<file path="config.mk">
export PLATFORM = sky130hd
export DESIGN_NAME = adder_tree_feeder_flat
export DESIGN_NICKNAME = d
export VERILOG_FILES = /design/src/rtl/adder_tree_feeder_pkg.sv /design/src/rtl/adder_tree_feeder_if.sv /design/src/rtl/adder_tree_feeder_lane_buf.sv /design/src/rtl/adder_tree_feeder.sv /design/src/flat_wrapper.sv
export SDC_FILE = /design/constraint.sdc
export NUM_CORES = 1
export LEC_CHECK = 0
export CORE_MARGIN = 10
export CORE_UTILIZATION = 45
export DETAILED_ROUTE_END_ITERATION = 8
export PLACE_DENSITY = 0.67
export SYNTH_ARGS = -nofsm -noshare
export SYNTH_HDL_FRONTEND = slang
export SYNTH_SLANG_ARGS = --single-unit
</file>
<file path="constraint.sdc">
create_clock -name clk -period 5.66 [get_ports clk]
set_clock_uncertainty 0.05 [all_clocks]
set_input_delay 1.132 -clock clk [delete_from_list [all_inputs] [get_ports clk]]
set_output_delay 1.132 -clock clk [all_outputs]
set_load 0.03 [all_outputs]
</file>
<file path="src/rtl/adder_tree_feeder_pkg.sv">
// adder_tree_pkg: shared defaults and widths for the adder-tree operand feeder.
//   ADDER_WIDTH_DEF / LANES_DEF : default operand width and lanes per bundle
//   operand_t                   : one operand at the default width
//   LANE_IDX_W / COUNT_W        : lane index width and real-lane count width
//   lane_idx_w()                : index width for an arbitrary lane count
package adder_tree_pkg;

  localparam int ADDER_WIDTH_DEF = 28;
  localparam int LANES_DEF       = 8;
  localparam int LANE_IDX_W      = $clog2(LANES_DEF);
  localparam int COUNT_W         = LANE_IDX_W + 1;

  typedef logic [ADDER_WIDTH_DEF-1:0] operand_t;

  function automatic int lane_idx_w(input int lanes);
    return (lanes > 1) ? $clog2(lanes) : 1;
  endfunction

endpackage

</file>
<file path="src/rtl/adder_tree_feeder_if.sv">
// adder_tree_feeder_if: stream-in / bundle-out handshake bundle.
//   in_data/in_valid/in_last/in_ready : word stream into the feeder
//   out_lanes/out_valid/out_ready     : parallel bundle to the adder tree
//   out_count                         : real-lane count (ADDER_FEEDER_COUNT_EN only)
// modport slave = feeder side, master = producer/consumer side.
interface adder_tree_feeder_if #(
  parameter int ADDER_WIDTH = 28,
  parameter int LANES       = 8
) ();
  logic [ADDER_WIDTH-1:0]       in_data;
  logic                         in_valid;
  logic                         in_last;
  logic                         in_ready;
  logic [LANES*ADDER_WIDTH-1:0] out_lanes;
  logic                         out_valid;
  logic                         out_ready;
`ifdef ADDER_FEEDER_COUNT_EN
  logic [$clog2(LANES):0]       out_count;

  modport slave  (input  in_data, in_valid, in_last, out_ready,
                  output in_ready, out_lanes, out_valid, out_count);
  modport master (output in_data, in_valid, in_last, out_ready,
                  input  in_ready, out_lanes, out_valid, out_count);
`else
  modport slave  (input  in_data, in_valid, in_last, out_ready,
                  output in_ready, out_lanes, out_valid);
  modport master (output in_data, in_valid, in_last, out_ready,
                  input  in_ready, out_lanes, out_valid);
`endif
endinterface

</file>
<file path="src/rtl/adder_tree_feeder_lane_buf.sv">
// adder_feeder_lane_buf: LANES-word collect buffer.
//   wr_en/wr_idx/wr_data : write one word into lane wr_idx
//   fill                 : with wr_en, zero every lane above wr_idx (frame close)
//   lanes_q              : stored bundle
//   lanes_nxt            : bundle as it will be after this cycle's write; lets the
//                          top load a completed bundle straight into its output
//                          register without waiting a cycle.
module adder_feeder_lane_buf
  import adder_tree_pkg::*;
#(
  parameter int ADDER_WIDTH = ADDER_WIDTH_DEF,
  parameter int LANES       = LANES_DEF,
  parameter int IW          = lane_idx_w(LANES)
) (
  input  logic                              clk,
  input  logic                              rst_n,
  input  logic                              wr_en,
  input  logic [IW-1:0]                     wr_idx,
  input  logic [ADDER_WIDTH-1:0]            wr_data,
  input  logic                              fill,
  output logic [LANES-1:0][ADDER_WIDTH-1:0] lanes_q,
  output logic [LANES-1:0][ADDER_WIDTH-1:0] lanes_nxt
);

  for (genvar k = 0; k < LANES; k++) begin : g_lane
    logic                   sel;
    logic                   clr;
    logic [ADDER_WIDTH-1:0] word_q;

    assign sel          = wr_en && (wr_idx == IW'(k));
    assign clr          = wr_en && fill && (wr_idx < IW'(k));
    assign lanes_nxt[k] = sel ? wr_data : (clr ? '0 : word_q);
    assign lanes_q[k]   = word_q;

    always_ff @(posedge clk or negedge rst_n) begin
      if (!rst_n) word_q <= '0;
      else        word_q <= lanes_nxt[k];
    end
  end

endmodule

</file>
<file path="src/rtl/adder_tree_feeder.sv">
// adder_tree_feeder: packs a valid/ready stream of ADDER_WIDTH-bit words into
// LANES-wide bundles for adder-tree leaves. in_last closes a frame early and
// the remaining lanes are zero-padded.
//   clk, rst_n : clock, async active-low reset
//   bus        : adder_tree_feeder_if.slave (stream in, bundle out)
// Optional macro ADDER_FEEDER_COUNT_EN adds out_count (real lanes in bundle).
// Two stages: collect buffer (+ idx, HOLD state) and output register. A
// completed bundle goes straight to the output if it is free, else it is
// parked in the collect buffer (HOLD) and input stalls.
module adder_tree_feeder
  import adder_tree_pkg::*;
#(
  parameter int ADDER_WIDTH = ADDER_WIDTH_DEF,
  parameter int LANES       = LANES_DEF
) (
  input  logic               clk,
  input  logic               rst_n,
  adder_tree_feeder_if.slave bus
);

  localparam int IW = lane_idx_w(LANES);
  localparam int CW = $clog2(LANES) + 1;

  typedef enum logic {COLLECT, HOLD} state_t;

  state_t                            state_q, state_d;
  logic [IW-1:0]                     idx_q, idx_d;
  logic                              rdy_q;
  logic [LANES-1:0][ADDER_WIDTH-1:0] out_q;
  logic                              out_vld_q;
  logic [LANES-1:0][ADDER_WIDTH-1:0] buf_q, buf_nxt;

  logic in_fire, out_free, at_end, complete, load_new, load_held;

  assign in_fire  = bus.in_valid && rdy_q;
  assign out_free = !out_vld_q || bus.out_ready;
  assign at_end   = (idx_q == IW'(LANES-1));
  assign complete = in_fire && (at_end || bus.in_last);

  adder_feeder_lane_buf #(
    .ADDER_WIDTH(ADDER_WIDTH),
    .LANES      (LANES),
    .IW         (IW)
  ) u_buf (
    .clk      (clk),
    .rst_n    (rst_n),
    .wr_en    (in_fire),
    .wr_idx   (idx_q),
    .wr_data  (bus.in_data),
    .fill     (complete),
    .lanes_q  (buf_q),
    .lanes_nxt(buf_nxt)
  );

  always_comb begin
    state_d   = state_q;
    idx_d     = idx_q;
    load_new  = 1'b0;
    load_held = 1'b0;
    case (state_q)
      COLLECT: begin
        if (in_fire) idx_d = complete ? '0 : idx_q + IW'(1);
        if (complete) begin
          if (out_free) load_new = 1'b1;
          else          state_d  = HOLD;
        end
      end
      HOLD: begin
        if (out_free) begin
          load_held = 1'b1;
          state_d   = COLLECT;
        end
      end
      default: state_d = COLLECT;
    endcase
  end

  always_ff @(posedge clk or negedge rst_n) begin
    if (!rst_n) begin
      state_q <= COLLECT;
      idx_q   <= '0;
    end else begin
      state_q <= state_d;
      idx_q   <= idx_d;
    end
  end

  // in_ready comes only from registered state: it drops as HOLD is entered and
  // reopens one cycle after HOLD is left, so out_ready never reaches in_ready
  // combinationally. It is also 0 through reset and opens on the first edge.
  always_ff @(posedge clk or negedge rst_n) begin
    if (!rst_n) rdy_q <= 1'b0;
    else        rdy_q <= (state_q == COLLECT) && (state_d == COLLECT);
  end

  // Output register: lanes only change on a load, so they stay stable while
  // the consumer stalls; valid drops after a transfer with nothing to load.
  always_ff @(posedge clk or negedge rst_n) begin
    if (!rst_n) begin
      out_q     <= '0;
      out_vld_q <= 1'b0;
    end else if (load_new) begin
      out_q     <= buf_nxt;
      out_vld_q <= 1'b1;
    end else if (load_held) begin
      out_q     <= buf_q;
      out_vld_q <= 1'b1;
    end else if (out_vld_q && bus.out_ready) begin
      out_vld_q <= 1'b0;
    end
  end

  assign bus.in_ready  = rdy_q;
  assign bus.out_lanes = out_q;
  assign bus.out_valid = out_vld_q;

`ifdef ADDER_FEEDER_COUNT_EN
  logic [CW-1:0] cnt_in, hold_cnt_q, out_cnt_q;

  assign cnt_in = CW'(idx_q) + CW'(1);

  // Count travels with the bundle: captured at completion for a held bundle.
  always_ff @(posedge clk or negedge rst_n) begin
    if (!rst_n) begin
      hold_cnt_q <= '0;
      out_cnt_q  <= '0;
    end else begin
      if (complete)       hold_cnt_q <= cnt_in;
      if (load_new)       out_cnt_q  <= cnt_in;
      else if (load_held) out_cnt_q  <= hold_cnt_q;
    end
  end

  assign bus.out_count = out_cnt_q;
`endif

endmodule

</file>
<file path="src/flat_wrapper.sv">
// flat-port wrapper written by rule: the top's interface ports become plain ports
module adder_tree_feeder_flat import adder_tree_pkg::*;
#(
  parameter int ADDER_WIDTH = ADDER_WIDTH_DEF,
  parameter int LANES       = LANES_DEF
)
  (clk, rst_n, bus_in_data, bus_in_valid, bus_in_last, bus_out_ready, bus_in_ready, bus_out_lanes, bus_out_valid);
  adder_tree_feeder_if #(.ADDER_WIDTH(ADDER_WIDTH), .LANES(LANES)) bus_i ();
  input  logic clk;
  input  logic rst_n;
  input wire logic [$bits(bus_i.in_data)-1:0] bus_in_data;
  input wire logic [$bits(bus_i.in_valid)-1:0] bus_in_valid;
  input wire logic [$bits(bus_i.in_last)-1:0] bus_in_last;
  input wire logic [$bits(bus_i.out_ready)-1:0] bus_out_ready;
  output wire logic [$bits(bus_i.in_ready)-1:0] bus_in_ready;
  output wire logic [$bits(bus_i.out_lanes)-1:0] bus_out_lanes;
  output wire logic [$bits(bus_i.out_valid)-1:0] bus_out_valid;
  assign bus_i.in_data = bus_in_data;
  assign bus_i.in_valid = bus_in_valid;
  assign bus_i.in_last = bus_in_last;
  assign bus_i.out_ready = bus_out_ready;
  assign bus_in_ready = bus_i.in_ready;
  assign bus_out_lanes = bus_i.out_lanes;
  assign bus_out_valid = bus_i.out_valid;
  adder_tree_feeder #(.ADDER_WIDTH(ADDER_WIDTH), .LANES(LANES)) u_core (.clk(clk), .rst_n(rst_n), .bus(bus_i));
endmodule
</file>
* Word-level counts from Yosys, hierarchy flattened
Index checks and enable logic that the tools add are counted.
** Storage, ports and cells
- Memory bits (writable) :: 0
- Flip-flop bits (word level) :: 454
- Memory bits (read-only) :: 0
- Bits in latches :: 0
- Output and inout port bits :: 226
- Memories :: 0
- Word-level logic and storage cells :: 95
** Cells by class
- Reductions and logical operators :: 28
- Order comparisons :: 8
- Shift-type cells :: 0
- Eq/ne operators :: 7
- Div/mod/pow operators :: 0
- Muxes and demuxes :: 29
- Add/sub/neg operators :: 1
- Multipliers :: 0
- Bitwise operators :: 2
** Operators by type and width (count)
- 2-to-1 mux 224 bit :: 2
- 2-to-1 mux 28 bit :: 16
- logical AND 1 bit :: 21
- == test 3 bit, second input constant :: 4
- less-than comparator 3 bit, second input constant :: 4
- 2-to-1 mux 1 bit :: 9
- == test 3 x 2 -> 1 bit, second input constant :: 2
- less-than comparator 3 x 1 -> 1 bit, second input constant :: 2
- less-than comparator 3 x 2 -> 1 bit, second input constant :: 2
- adder 3 x 1 -> 3 bit, second input constant :: 1
- == test 3 x 1 -> 1 bit, second input constant :: 1
- logical NOT 3 bit :: 1
- 2-to-1 mux 3 bit :: 1
- nonzero test 3 bit :: 1
- logical OR 1 bit :: 2
- NOT 1 bit :: 2
- one-hot mux 1 bit (2 select lines) :: 1
- AND reduction 2 bit :: 1
- nonzero test 2 bit :: 1
- logical NOT 1 bit :: 1

* Longest topological paths before layout
- Word-level depth :: 8
- Gate-level depth with buffers :: 9
- Gate-level depth less buffers :: 6

* Hierarchy
Synthesis repeated with hierarchy kept, for this count alone.
** Unflattened totals
- Cell total of the unflattened synthesis :: 2169
- Area, all modules :: 22066.2 um^2
** Modules (own cells, without submodules)
- adder_tree_feeder :: instances 1, area an instance 13645.6 um^2, sequential area each 5755.5 um^2, cells each 1571
- adder_feeder_lane_buf :: instances 1, area an instance 8420.6 um^2, sequential area each 5605.4 um^2, cells each 598

* Least setup slack after synthesis
No wires, ideal clock.
- Path kind :: input to register
- Start point :: input bus_in_valid
- End point :: register u_core.out_q (netlist bit u_core.bus.out_lanes[147])
- Path slack :: 3156 ps
- Arrival :: 2388 ps
- Cell stages on the path :: 6
- Library setup time :: 66 ps
- Path buffers :: 2
- Required time :: 5544 ps
- Cells stage by stage :: buf_4 and4_4 or3_1 o21ai_4 buf_4 a221o_1
** On the way
- Longest elaborated chain between the ends :: 7
- Elaborated cells on any way between the ends :: 11
- Those cells by class :: mux (5); reduce/logical (6)
** RTL lines
- start, declared :: RTL line flat_wrapper.sv:12 : input wire logic [$bits(bus_i.in_valid)-1:0] bus_in_valid;
- logical AND 1 bit * :: RTL line adder_tree_feeder.sv:35 : assign in_fire = bus.in_valid && rdy_q;
- logical AND 1 bit :: RTL line adder_tree_feeder.sv:38 : assign complete = in_fire && (at_end || bus.in_last);
- logical AND 1 bit (2 in a row) :: RTL line adder_tree_feeder_lane_buf.sv:31 : assign clr = wr_en && fill && (wr_idx < IW'(k));
- 2-to-1 mux 28 bit (2 in a row) :: RTL line adder_tree_feeder_lane_buf.sv:32 : assign lanes_nxt[k] = sel ? wr_data : (clr ? '0 : word_q);
- 2-to-1 mux 224 bit :: RTL line adder_tree_feeder.sv:102 : end else if (load_new) begin
- end signal, assigned :: RTL line adder_tree_feeder.sv:103 : out_q <= buf_nxt;
- end signal, assigned :: RTL line adder_tree_feeder.sv:106 : out_q <= buf_q;
- end, declared :: RTL line adder_tree_feeder.sv:29 : logic [LANES-1:0][ADDER_WIDTH-1:0] out_q;
Every way passes the cells marked *; elsewhere a longest branch is shown, timed or not.
A chain may end at the register's enable or synchronous reset.

* Final worst setup path
- Start point :: input bus_in_valid
- End point :: register u_core.out_q (netlist bit u_core.bus.out_lanes[63])
The elaborated chain is that of the path after synthesis.

==> flow_summary.toml <==
[run_status]
status = "completed"

[timing]
min_period_ns = 4.03
max_freq_ghz = 0.248
hold_viol_final = 0
relSlewSlack_pct = 19.8
finalSetupViolations = 0
finalWorstSetupSlack_ns = 1.63
drv_slew = 0
rsz0062_at_grt = "false"
setup_tns_ns = 0
min_period_over_period_pct = 71.3
worstMarginPinSlew_ns = 1.20

[grt]
grt_pass1_vias = 15148
grt_max_degree = 130
grt_antenna_before_repair = 6
grt_pass1_wl_mm = 97.8
grt_use_total_pct = 24.0
grt_overflow = 0

[floorplanning]
die_w_um = 228
start_util_pct = 45.3
rows = 76
core_area_um2 = 42900
io_pins = 259
die_area_um2 = 51900
die_h_um = 228

[placement]
dp_hpwl_mm = 38.7
pre_cts_slack_ns = 1.16
port_buffers = 258
place_area_um2 = 22300
gp_routability_congestion = 0.825

[cts]
clk_latency_ns = 0.59
clkSinkCount = 454
clock_path_buffers = 3
htreeDepth = 2
cts_root_buffer = "clkbuf_16"
cts_tree = "done"
ctsHoldBuffers = 0
postCtsResizedCells = 0
cts_setup_buffers = 0
clk_pin_slew_worst_paths_ns = 0.07
cts_buffers = 49

[min_path]
hold_path.class = "register to register"

[detailed_routing]
num_vias = 15190
vias_per_cell = 6.13
drc = 0
drtIter0Drc = 1546
routed_wl_mm = 64.0
ant_nets = 0
wire_per_inst_um = 25.8
drt_first_pass_iters = 5

[finish]
drive_gt1_share_pct = 9.68
area_growth_pct = 23.6
num-fill-cells = 3577
final_core_util_pct = 56.0
final_design_area_no_fill_um2 = 24000
finalNetCount = 1894
final_common_cell = "dfrtp_1"
seq_area_um2 = 11400
multiInputGateArea_um2 = 7260
layout_common_cells = "453 x dfrtp_1, 257 x clkdlybuf4s50_1, 112 x a22o_1"

[synthesis]
synth_ff_type = "dfrtp_1"
synthCells = 1689
synth_area_um2 = 19400
synth_seq_cells = 454
synth-seq-area-share_pct = 58.5
yosysWarnings = 0
synth_edf_count = 0
synthTopCellsByArea = "dfrtp_1 58%, a22o_1 5.0%, a221o_1 4.0%"
synth-async-reset-ratio_pct = 100
avgSynthCellArea_um2 = 11.5
synthesis.nets = 1728
ys_types = 51
synth_top_area_share_pct = 58.5
synth.largest_area_cell = "dfrtp_1"

[setup_path]
critPathKind = "primary input to register"
worstPathArrival_ns = 4.47
startpoint_type = "primary input"
crit_path_max_fanout = 30
r2r_slack_ns = 2.10
cpPeakStageDelay_ns = 1.13
worstSetupEndpointType = "register"
cp_slowest_cell = "and4_1"
worstPathRequired_ns = 6.10
crit_chain = "clkdlybuf4s50_1 -> and4b_1 -> and4_1 -> a22oi_1 -> o21ai_0"

[power]
leakagePower_nw = 11.2
p_total_w = 0.0116
p_per_area_nw_per_um2 = 482
ir_worst_vdd_uv = 355

[job]
maxCapViolCount = 0
[Yosys cell counts (30+ instances only)]
| library cell | count |
|---|---|
| dfrtp_1 | 454 |
| a22o_1 | 112 |
| clkbuf_1 | 107 |
| nand2_1 | 98 |
| o21ai_0 | 92 |
| nand3_1 | 89 |
| and3_1 | 79 |
| a221o_1 | 77 |
| a21o_1 | 55 |
| and2_1 | 49 |
| buf_2 | 45 |
| inv_1 | 32 |
| nor2_1 | 32 |
| a21oi_1 | 31 |
| nand2b_1 | 30 |
[per-stage QoR]
stage          instances  hold slack [ns]
3_5_place_dp        2389            0.416
3_3_place_gp        2389            0.408
2_1_floorplan       1689            0.397
4_1_cts             2475            0.432
6_report            2478            0.429
5_1_grt             2475            0.439
[state kept, by name (all words and copies together), names as in the netlist]
register	flops
u_core.bus.in_ready	1
u_core.bus.out_lanes	224
u_core.bus.out_valid	1
u_core.idx_q	3
u_core.state_q	1
u_core.u_buf.g_lane.word_q	224
[metal layers]
layer / vias up / wire (um) / track usage, %
li1: 6629 / - / -
met1: 7839 / 26500 / 31.5
met2: 627 / 29800 / 37.0
met3: 93 / 5760 / 7.33
met4: 2 / 1970 / 8.85
met5: - / 13 / 0
[cell families after synthesis]
| kind of cell | after synthesis | share of synthesized area (%) |
|---|---|---|
| AND/OR/NAND/NOR | 400 | 10.8 |
| AO/OA/AOI/OAI | 595 | 24.3 |
| adder cells (fa/ha/maj) | 6 | 0.386 |
| flip-flops | 454 | 58.5 |
| multiplexers | 28 | 1.62 |
| buffers and inverters | 206 | 4.48 |
[final timing paths]
kind,start,end,cells past startpoint
max in group asynchronous,rst_n,u_core.bus.out_lanes[92],2
max,bus_in_valid,u_core.bus.out_lanes[63],5
min reg2reg,u_core.u_buf.g_lane[7].word_q[27],u_core.u_buf.g_lane[7].word_q[27],1
max reg2reg,u_core.idx_q[0],u_core.bus.out_lanes[63],6
min in group asynchronous,rst_n,u_core.bus.out_lanes[64],1
min,u_core.u_buf.g_lane[7].word_q[27],u_core.u_buf.g_lane[7].word_q[27],1
[worst max-delay path, delay by kind of cell]
family          cells  cell delay, ns
buf+inv             1            0.79
compound gates      2            0.31
simple gates        2            2.22
[power breakdown]
part,internal (W),switching [W]
combinational,0.00155,0.00208
sequential,0.00406,0.000562
clock,0.00202,0.00131
total,0.00762,0.00395
[final cells by class]
class                   count  share of cell area, %
repair buffers            289                   12.0
clock buffers              78                   6.20
clock inverters             8                  0.703
flip-flops and latches    454                   47.3
diodes                      3                 0.0313
inverters                  32                  0.500
multi-input cells        1029                   30.2
well taps                 585                   3.05
No activity file was read; power rests on OpenSTA's default activity.
